File: src/rtl/vedic_seq_mul.sv
// Sequenced multi-nibble multiplier time-sharing one 4x4 Vedic core (vedic4mul).
// Optional macro VEDIC_SEQ_ZERO_SKIP_EN: zero operands skip straight to DONE.

module vedic4mul (
    input  logic [3:0] a,
    input  logic [3:0] b,
    output logic [7:0] p
);
    // 2x2 Vedic (Urdhva-Tiryagbhyam) cell: AND partials plus half adders.
    function automatic logic [3:0] vedic2(input logic [1:0] x, input logic [1:0] y);
        logic t1, t2, c1, t3;
        t1 = x[1] & y[0];
        t2 = x[0] & y[1];
        c1 = t1 & t2;
        t3 = x[1] & y[1];
        return {t3 & c1, t3 ^ c1, t1 ^ t2, x[0] & y[0]};
    endfunction

    logic [3:0] q0, q1, q2, q3;

    assign q0 = vedic2(a[1:0], b[1:0]);
    assign q1 = vedic2(a[3:2], b[1:0]);
    assign q2 = vedic2(a[1:0], b[3:2]);
    assign q3 = vedic2(a[3:2], b[3:2]);
    assign p  = {4'b0, q0} + {2'b0, q1, 2'b0} + {2'b0, q2, 2'b0} + {q3, 4'b0};
endmodule

module vedic_seq_mul #(
    parameter int N_DIG = 2
) (
    input  logic                 clk,
    input  logic                 rst,
    input  logic                 in_valid,
    output logic                 in_ready,
    input  logic [4*N_DIG-1:0]   a,
    input  logic [4*N_DIG-1:0]   b,
    output logic                 out_valid,
    input  logic                 out_ready,
    output logic [8*N_DIG-1:0]   product,
    output logic                 busy
);
    localparam int W  = 4 * N_DIG;
    localparam int PW = 2 * W;
    localparam int CW = (N_DIG > 1) ? $clog2(N_DIG) : 1;
    localparam logic [CW-1:0] LAST = CW'(N_DIG - 1);

    typedef enum logic [1:0] {IDLE, RUN, DONE} state_t;

    state_t          state, state_nxt;
    logic            accept;
    logic            last;
    logic [W-1:0]    a_reg, b_reg;
    logic [PW-1:0]   acc, acc_nxt;
    logic [CW-1:0]   i, j;
    logic [CW:0]     ij_sum;
    logic [CW+2:0]   shamt;
    logic [3:0]      core_a, core_b;
    logic [7:0]      core_p;

    assign core_a  = a_reg[{i, 2'b00} +: 4];
    assign core_b  = b_reg[{j, 2'b00} +: 4];
    assign ij_sum  = {1'b0, i} + {1'b0, j};
    assign shamt   = {ij_sum, 2'b00};
    assign acc_nxt = acc + (PW'(core_p) << shamt);
    assign last    = (i == LAST) && (j == LAST);

    vedic4mul u_core (
        .a (core_a),
        .b (core_b),
        .p (core_p)
    );

    assign in_ready  = (state == IDLE) && !rst;
    assign out_valid = (state == DONE);
    assign busy      = (state != IDLE);

    always_ff @(posedge clk or posedge rst) begin
        if (rst) state <= IDLE;
        else     state <= state_nxt;
    end

    always_comb begin
        state_nxt = state;
        accept    = 1'b0;
        case (state)
            IDLE: begin
                if (in_valid && in_ready) begin
                    accept = 1'b1;
`ifdef VEDIC_SEQ_ZERO_SKIP_EN
                    state_nxt = ((a == '0) || (b == '0)) ? DONE : RUN;
`else
                    state_nxt = RUN;
`endif
                end
            end
            RUN:     if (last) state_nxt = DONE;
            DONE:    if (out_ready) state_nxt = IDLE;
            default: state_nxt = IDLE;
        endcase
    end

    // Operand capture, nibble walk (i inner, j outer) and accumulate.
    always_ff @(posedge clk or posedge rst) begin
        if (rst) begin
            a_reg   <= '0;
            b_reg   <= '0;
            acc     <= '0;
            product <= '0;
            i       <= '0;
            j       <= '0;
        end else if (accept) begin
            a_reg <= a;
            b_reg <= b;
            acc   <= '0;
            i     <= '0;
            j     <= '0;
`ifdef VEDIC_SEQ_ZERO_SKIP_EN
            if ((a == '0) || (b == '0)) product <= '0;
`endif
        end else if (state == RUN) begin
            acc <= acc_nxt;
            if (last) begin
                product <= acc_nxt;
                i       <= '0;
                j       <= '0;
            end else if (i == LAST) begin
                i <= '0;
                j <= j + 1'b1;
            end else begin
                i <= i + 1'b1;
            end
        end
    end
endmodule

File: config.mk
export PLATFORM = sky130hd
export DESIGN_NAME = vedic_seq_mul
export DESIGN_NICKNAME = d
export VERILOG_FILES = /design/src/rtl/vedic_seq_mul.sv
export SDC_FILE = /design/constraint.sdc
export NUM_CORES = 1
export LEC_CHECK = 0
export BUFFER_PORTS_ARGS = -buffer_cell sky130_fd_sc_hd__buf_2
export CAP_MARGIN = 20
export CORE_UTILIZATION = 55
export DETAILED_ROUTE_END_ITERATION = 7
export GPL_TIMING_DRIVEN = 0
export MAX_ROUTING_LAYER = met4
export PLACE_DENSITY = 0.86
export SLEW_MARGIN = 40
export SYNTH_ARGS = -nofsm -noshare
export SYNTH_HDL_FRONTEND = slang
export SYNTH_SLANG_ARGS = --single-unit
File: constraint.sdc
create_clock -name clk -period 7.9 [get_ports clk]
set_clock_uncertainty 0.15 [all_clocks]
set_input_delay 0.79 -clock clk [delete_from_list [all_inputs] [get_ports clk]]
set_output_delay 0.79 -clock clk [all_outputs]
set_load 0.03 [all_outputs]
# Word level (Yosys, flattened, before mapping)
# Cells that the tools add are included.
dict set report totals {
  elab_cells 82
  regBits 52
  input_bits 20
  output_inout_bits 19
}
dict set report op_classes {
  muxes 16
  add_sub_neg 7
  n_eq_ne 5
  reduce_logical 11
  bitwise_logic 33
  shift 3
}
# op n
set ops {}
lappend ops {{2-to-1 mux 16 bit} 2}
lappend ops {{AND 1 bit} 24}
lappend ops {{adder 16 bit} 1}
lappend ops {{variable part select 8 x 4 -> 4 bit} 2}
lappend ops {{<< shifter 8 x 4 -> 16 bit} 1}
lappend ops {{2-to-1 mux 1 bit} 10}
lappend ops {{adder 8 x 6 -> 8 bit} 1}
lappend ops {{adder 8 bit} 1}
lappend ops {{bitwise XOR 1 bit} 8}
lappend ops {{adder 4 x 6 -> 7 bit} 1}
lappend ops {{2-to-1 mux 2 bit} 3}
lappend ops {{case mux 2 bit (3 select lines)} 1}
lappend ops {{AND reduction 3 bit} 2}
lappend ops {{inequality test 2 x 1 -> 1 bit (second input constant)} 2}
lappend ops {{nonzero test 2 bit} 2}
lappend ops {{logical AND 1 bit} 3}
lappend ops {{nonzero test 3 bit} 1}
lappend ops {{adder 1 bit (second input constant)} 2}
lappend ops {{adder 1 x 1 -> 2 bit} 1}
lappend ops {{equality test 2 x 1 -> 1 bit (second input constant)} 1}
lappend ops {{equality test 2 bit (second input constant)} 1}
lappend ops {{logical NOT 2 bit} 1}
lappend ops {{inequality test 2 bit (second input constant)} 1}
lappend ops {{AND reduction 2 bit} 1}
lappend ops {{other kinds (2)} 2}

# Longest topological paths before layout
dict set report depth {
  depth_word 11
  ltp_mapped 25
}

# Cells and area by module
# Synthesis repeated with hierarchy kept, for this count alone.
dict set report unflattened {
  cells_unflattened 399
  hier_area_um2 3498.4
}
# module seq_area_each_um2 area_per_inst_um2 cells_per_inst instances
set by_module_without_submodules {}
lappend by_module_without_submodules {vedic_seq_mul 1301.2 3025.4 341 1}
lappend by_module_without_submodules {vedic4mul 0.0 473.0 58 1}

# Worst setup path after synthesis
# Ideal clock, no wire load.
dict set report synth_timing {
  kind {reg2reg}
  start {reg j}
  end {reg acc[14]}
  setup_slack_ns 2.393
  n_path_buf 1
  arrival_ns 5.288
  setup_time_ns 0.069
  path_stages_with_launch 25
  required_ns 7.681
  cell_sequence {dfrtp_1 -> clkbuf_1 -> mux2i_1 -> nor2_1 -> ha_1 -> ha_1 -> ha_1 -> inv_1 -> fa_1 -> xor2_1 -> fa_1 -> inv_1 -> ha_1 -> a21o_1 -> a21oi_1 -> xnor2_1 -> mux2i_1 -> nor2_1 -> ha_1 -> o21a_1 -> o21ai_0 -> nor2b_1 -> a211o_1 -> or4_1 -> nand3_1}
}
dict set report synth_between {
  elab_chain_cells 11
  word_cells_on_any_way 41
  cone_classes {add/sub (5); shift (2); mux (2); bitwise (32)}
}
# item line_no
set synth_lines {}
lappend synth_lines {{start: declaration} 54} ;# logic [CW-1:0] i, j;
lappend synth_lines {{start signal: assignment} 128} ;# j <= j + 1'b1;
lappend synth_lines {{variable part select 8 x 4 -> 4 bit} 61} ;# assign core_b = b_reg[{j, 2'b00} +: 4];
lappend synth_lines {{AND 1 bit (on tied branches)} {12, 13}}
lappend synth_lines {{AND 1 bit} 14} ;# c1 = t1 & t2;
lappend synth_lines {{bitwise XOR 1 bit or AND 1 bit (tied branches)} 16} ;# return {t3 & c1, t3 ^ c1, t1 ^ t2, x[0] & y[0]};
lappend synth_lines {{adder 4 x 6 -> 7 bit} 25} ;# assign p = {4'b0, q0} + {2'b0, q1, 2'b0} + {2'b0, q2, 2'b0} + {q3, 4'b0};
lappend synth_lines {{adder 8 x 6 -> 8 bit} 25}
lappend synth_lines {{adder 8 bit} 25}
lappend synth_lines {{<< shifter 8 x 4 -> 16 bit *} 64} ;# assign acc_nxt = acc + (PW'(core_p) << shamt);
lappend synth_lines {{adder 16 bit *} 64}
lappend synth_lines {{2-to-1 mux 16 bit *} 120} ;# end else if (state == RUN) begin
lappend synth_lines {{2-to-1 mux 16 bit *} 111} ;# end else if (accept) begin
lappend synth_lines {{end signal: assignment} 121} ;# acc <= acc_nxt;
lappend synth_lines {{end: declaration} 53} ;# logic [PW-1:0] acc, acc_nxt;
# Every way passes the cells marked *; elsewhere a longest branch is shown, timed or not. The select of a mux whose other input is x is not followed.
# A chain may end at the register's enable or synchronous reset.

# Worst setup path in the final report
# Same ends and word-level chain as after synthesis.

==> impl_results.md <==
- Status: completed
- Final Hold Fails: 0
- GRT Overall Usage: 0.2627
- Rel. slew slack: 0.5772
- Number of port buffers: 38
- Clock power share: 0.084
- DR vias: 3260
- First-pass GRT wire length: 14.16 mm
- Setup repair bufs after CTS: 0
- Most frequent cells in the layout: nand2_1, dfrtp_1, nor2_1
- Minimum clock period: 6.342 ns
- Routed WL: 8.535 mm
- TNS Setup: 0 ns
- Combinational share of power: 0.687
- Peak supply drop: 0.2801 mV
- Initial antenna violation count: 0
- Core area: 6350 um2
- Layout cells sized above 1: 0.1163
- Width of the die: 83.10 um
- H-tree Lvls: 2
- DP Worst Slack: 1.700 ns
- Final #Nets: 529
- Ant diodes: 0
- Startpoint Class: register
- DRC violations left: 0
- R2R Path End: acc[14]
- Switching power: 0.9915 mW
- Final worst-path cycle share: 0.8028
- Pleak: 2.004 nW
- Vias in the first global route: 3046
- DRT Pass-1 Iters: 5
- Root Driver: clkbuf_8
- Sequential Power Share: 0.229
- Avg Vias per Cell: 5.927
- Post-Syn Area per Cell: 8.491 um2
- Final setup fails: 0
- Initial Util: 0.5697
- Post_cts resized: 0
- Worst Path Required: 8.00 ns
- Synth Instances: 426
- Largest net degree at the start of global routing: 32
- Tightest Hold Check Type: in -> async
- FP Rows: 29
- Final worst slack: 1.558 ns
- Reg2Reg Depth: 24
- Register bit count reported by yosys: 52
- Routed len/inst: 15.52 um
- Synth Warn #: 0
- Die area: 6905 um2
- Clk slew on worst S/H paths: 0.11 ns
- # hold bufs at CTS: 0
- Clk sinks: 52
- PD cells: 480.7 nW/um2
- Number of flops mapped to enable cells by yosys: 0
- Fraction of registers with async set/reset: 1.000
- Initial drt markers: 270
- I/O pin count: 39
- CP Class: reg -> reg
- WP data arrival: 6.44 ns
- RSZ-0062 raised after global routing: no
- Synth Flop Type: dfrtp_1
- FMAX: 157.7 MHz
- Post-synthesis cell type count: 46
- Post-DP HPWL: 6.507 mm
- Int Power: 0.9410 mW
- Tot Pwr: 1.932 mW
- Clock buffer depth: 2
- Mapped cell area: 3617 um2
- Chip Height: 83.10 um
- Skew-Pair Late Insertion Delay: 0.31 ns
- Synth Net Count: 483
- Gpl congestion: 0.9622
- GRT overflow: 0
- Area Overhead vs Synth: 11.14%
- Most common cell after layout, fill and taps aside: nand2_1
- R2R Setup Slk: 1.56 ns
- Switching Share: 0.5130
- Sequential cell area fraction in the yosys report: 0.3597
- Worst-margin pin slew: 0.6165 ns
- CP max FO: 7
- Max Cap Violations: 0
- Pins over their slew limit: 0
- Post-route ant nets: 0
- CTS buffer count: 5
- Worst reg2reg startpoint: j
- Crit. End Element: register
- CTS tree: built
- Regs by FF count: acc: 16 flops, product: 16 flops
-- power by group through the flow --
| stage | Combinational [mW] | Sequential [mW] | Clock [mW] |
|---|---|---|---|
| after floorplan | 0.941 | 0.502 | 0 |
| after global placement | 1.26 | 0.442 | 0 |
| after detailed placement | 1.31 | 0.447 | 0 |
| after CTS | 1.32 | 0.442 | 0.167 |
| after global routing | 1.47 | 0.456 | 0.175 |
| final | 1.33 | 0.442 | 0.162 |
-- logic make-up after synthesis --
| family | after synthesis | share of synthesized area |
|---|---|---|
| simple gates | 183 | 0.2331 |
| compound gates | 89 | 0.1640 |
| flops | 52 | 0.3597 |
| buf+inv | 43 | 0.04739 |
| fa+ha+maj | 37 | 0.1384 |
| xor+xnor | 11 | 0.02663 |
| mux | 11 | 0.03079 |
-- worst max-delay path: stages (launching register included) --
cell and delay (ns):
dfrtp_1 0.36, clkbuf_1 0.34, mux2i_1 0.60, nor2_1 0.11
ha_1 0.22, ha_1 0.27, ha_1 0.16, inv_1 0.06
fa_1 0.37, xor2_1 0.19, fa_1 0.60, inv_1 0.07
ha_1 0.29, a21o_1 0.18, a21oi_1 0.19, xnor2_1 0.11
mux2i_1 0.21, nor2_1 0.07, ha_1 0.40, o21a_1 0.15
o21ai_0 0.06, nor2b_1 0.16, a211o_1 0.33, or4_1 0.50
nand3_1 0.10
-- cell type report --
cell class / count / area, um2
Clock buffer: 5 / 68.82
Timing Repair Buffer: 39 / 210.2
Fill cell: 527 / 2330
Multi-Input combinational cell: 331 / 2145
Buffer: 20 / 85.08
Inverter: 23 / 88.84
Tap cell: 77 / 96.34
Sequential cell: 52 / 1301
Clock inverter: 3 / 25.02
-- stage by stage --
step | area (um2) | utilization | instances | hold slack, ns
2_1_floorplan | 3617 | - | 426 | 0.2950
3_3_place_gp | 3904 | 0.6148 | 541 | 0.3067
3_5_place_dp | 3926 | 0.6183 | 542 | 0.3118
4_1_cts | 4020 | 0.6331 | 550 | 0.2876
5_1_grt | 4020 | 0.6331 | 550 | 0.3046
6_report | 4020 | 0.6331 | 550 | 0.2816
-- layer usage --
layer | vias up | wire (um) | GRT usage
li1 | 1578 | - | -
met1 | 1558 | 3908 | 0.3754
met2 | 109 | 3910 | 0.3942
met3 | 15 | 527 | 0.03678
met4 | 0 | 188 | 0.07210
met5 | - | 0 | -
-- synth_stat cells, types with 2 or more instances --
cell | instances | area, um2
clkbuf_1 | 19 | 71.32
o31ai_1 | 6 | 45.04
a31oi_1 | 3 | 18.77
or2_2 | 4 | 25.02
o21a_1 | 8 | 60.06
xnor2_1 | 7 | 61.31
a2111o_1 | 2 | 22.52
fa_1 | 5 | 100.1
nor4_1 | 2 | 12.51
nand2_1 | 73 | 274.0
o2111ai_1 | 4 | 35.03
dfrtp_1 | 52 | 1301
inv_1 | 23 | 86.33
ha_1 | 32 | 400.4
nand4_1 | 3 | 18.77
o21ai_0 | 25 | 125.1
nor3_1 | 11 | 55.05
o31a_1 | 2 | 17.52
a211o_1 | 2 | 17.52
and3_1 | 2 | 12.51
nand3_1 | 21 | 105.1
nor3b_1 | 3 | 22.52
mux2i_1 | 10 | 100.1
a211oi_1 | 4 | 30.03
nor2_1 | 39 | 146.4
nor2b_1 | 6 | 37.54
nor4b_1 | 2 | 17.52
a22o_1 | 4 | 35.03
xor2_1 | 4 | 35.03
a21o_1 | 6 | 45.04
nand2b_1 | 6 | 37.54
or4_1 | 6 | 45.04
and2_1 | 3 | 18.77
a21oi_1 | 15 | 75.07
-- how the worst max path moves through the flow --
stage	from	to	slack [ns]	depth (start not counted)
after floorplan	j	acc[14]	2.39	24
final	j	acc[14]	1.56	24
after CTS	j	acc[14]	1.65	24
after global routing	i	acc[14]	1.32	24
after global placement	i	acc[14]	1.87	24
after detailed placement	j	acc[14]	1.70	24
No activity file was read; power rests on OpenSTA's default activity.
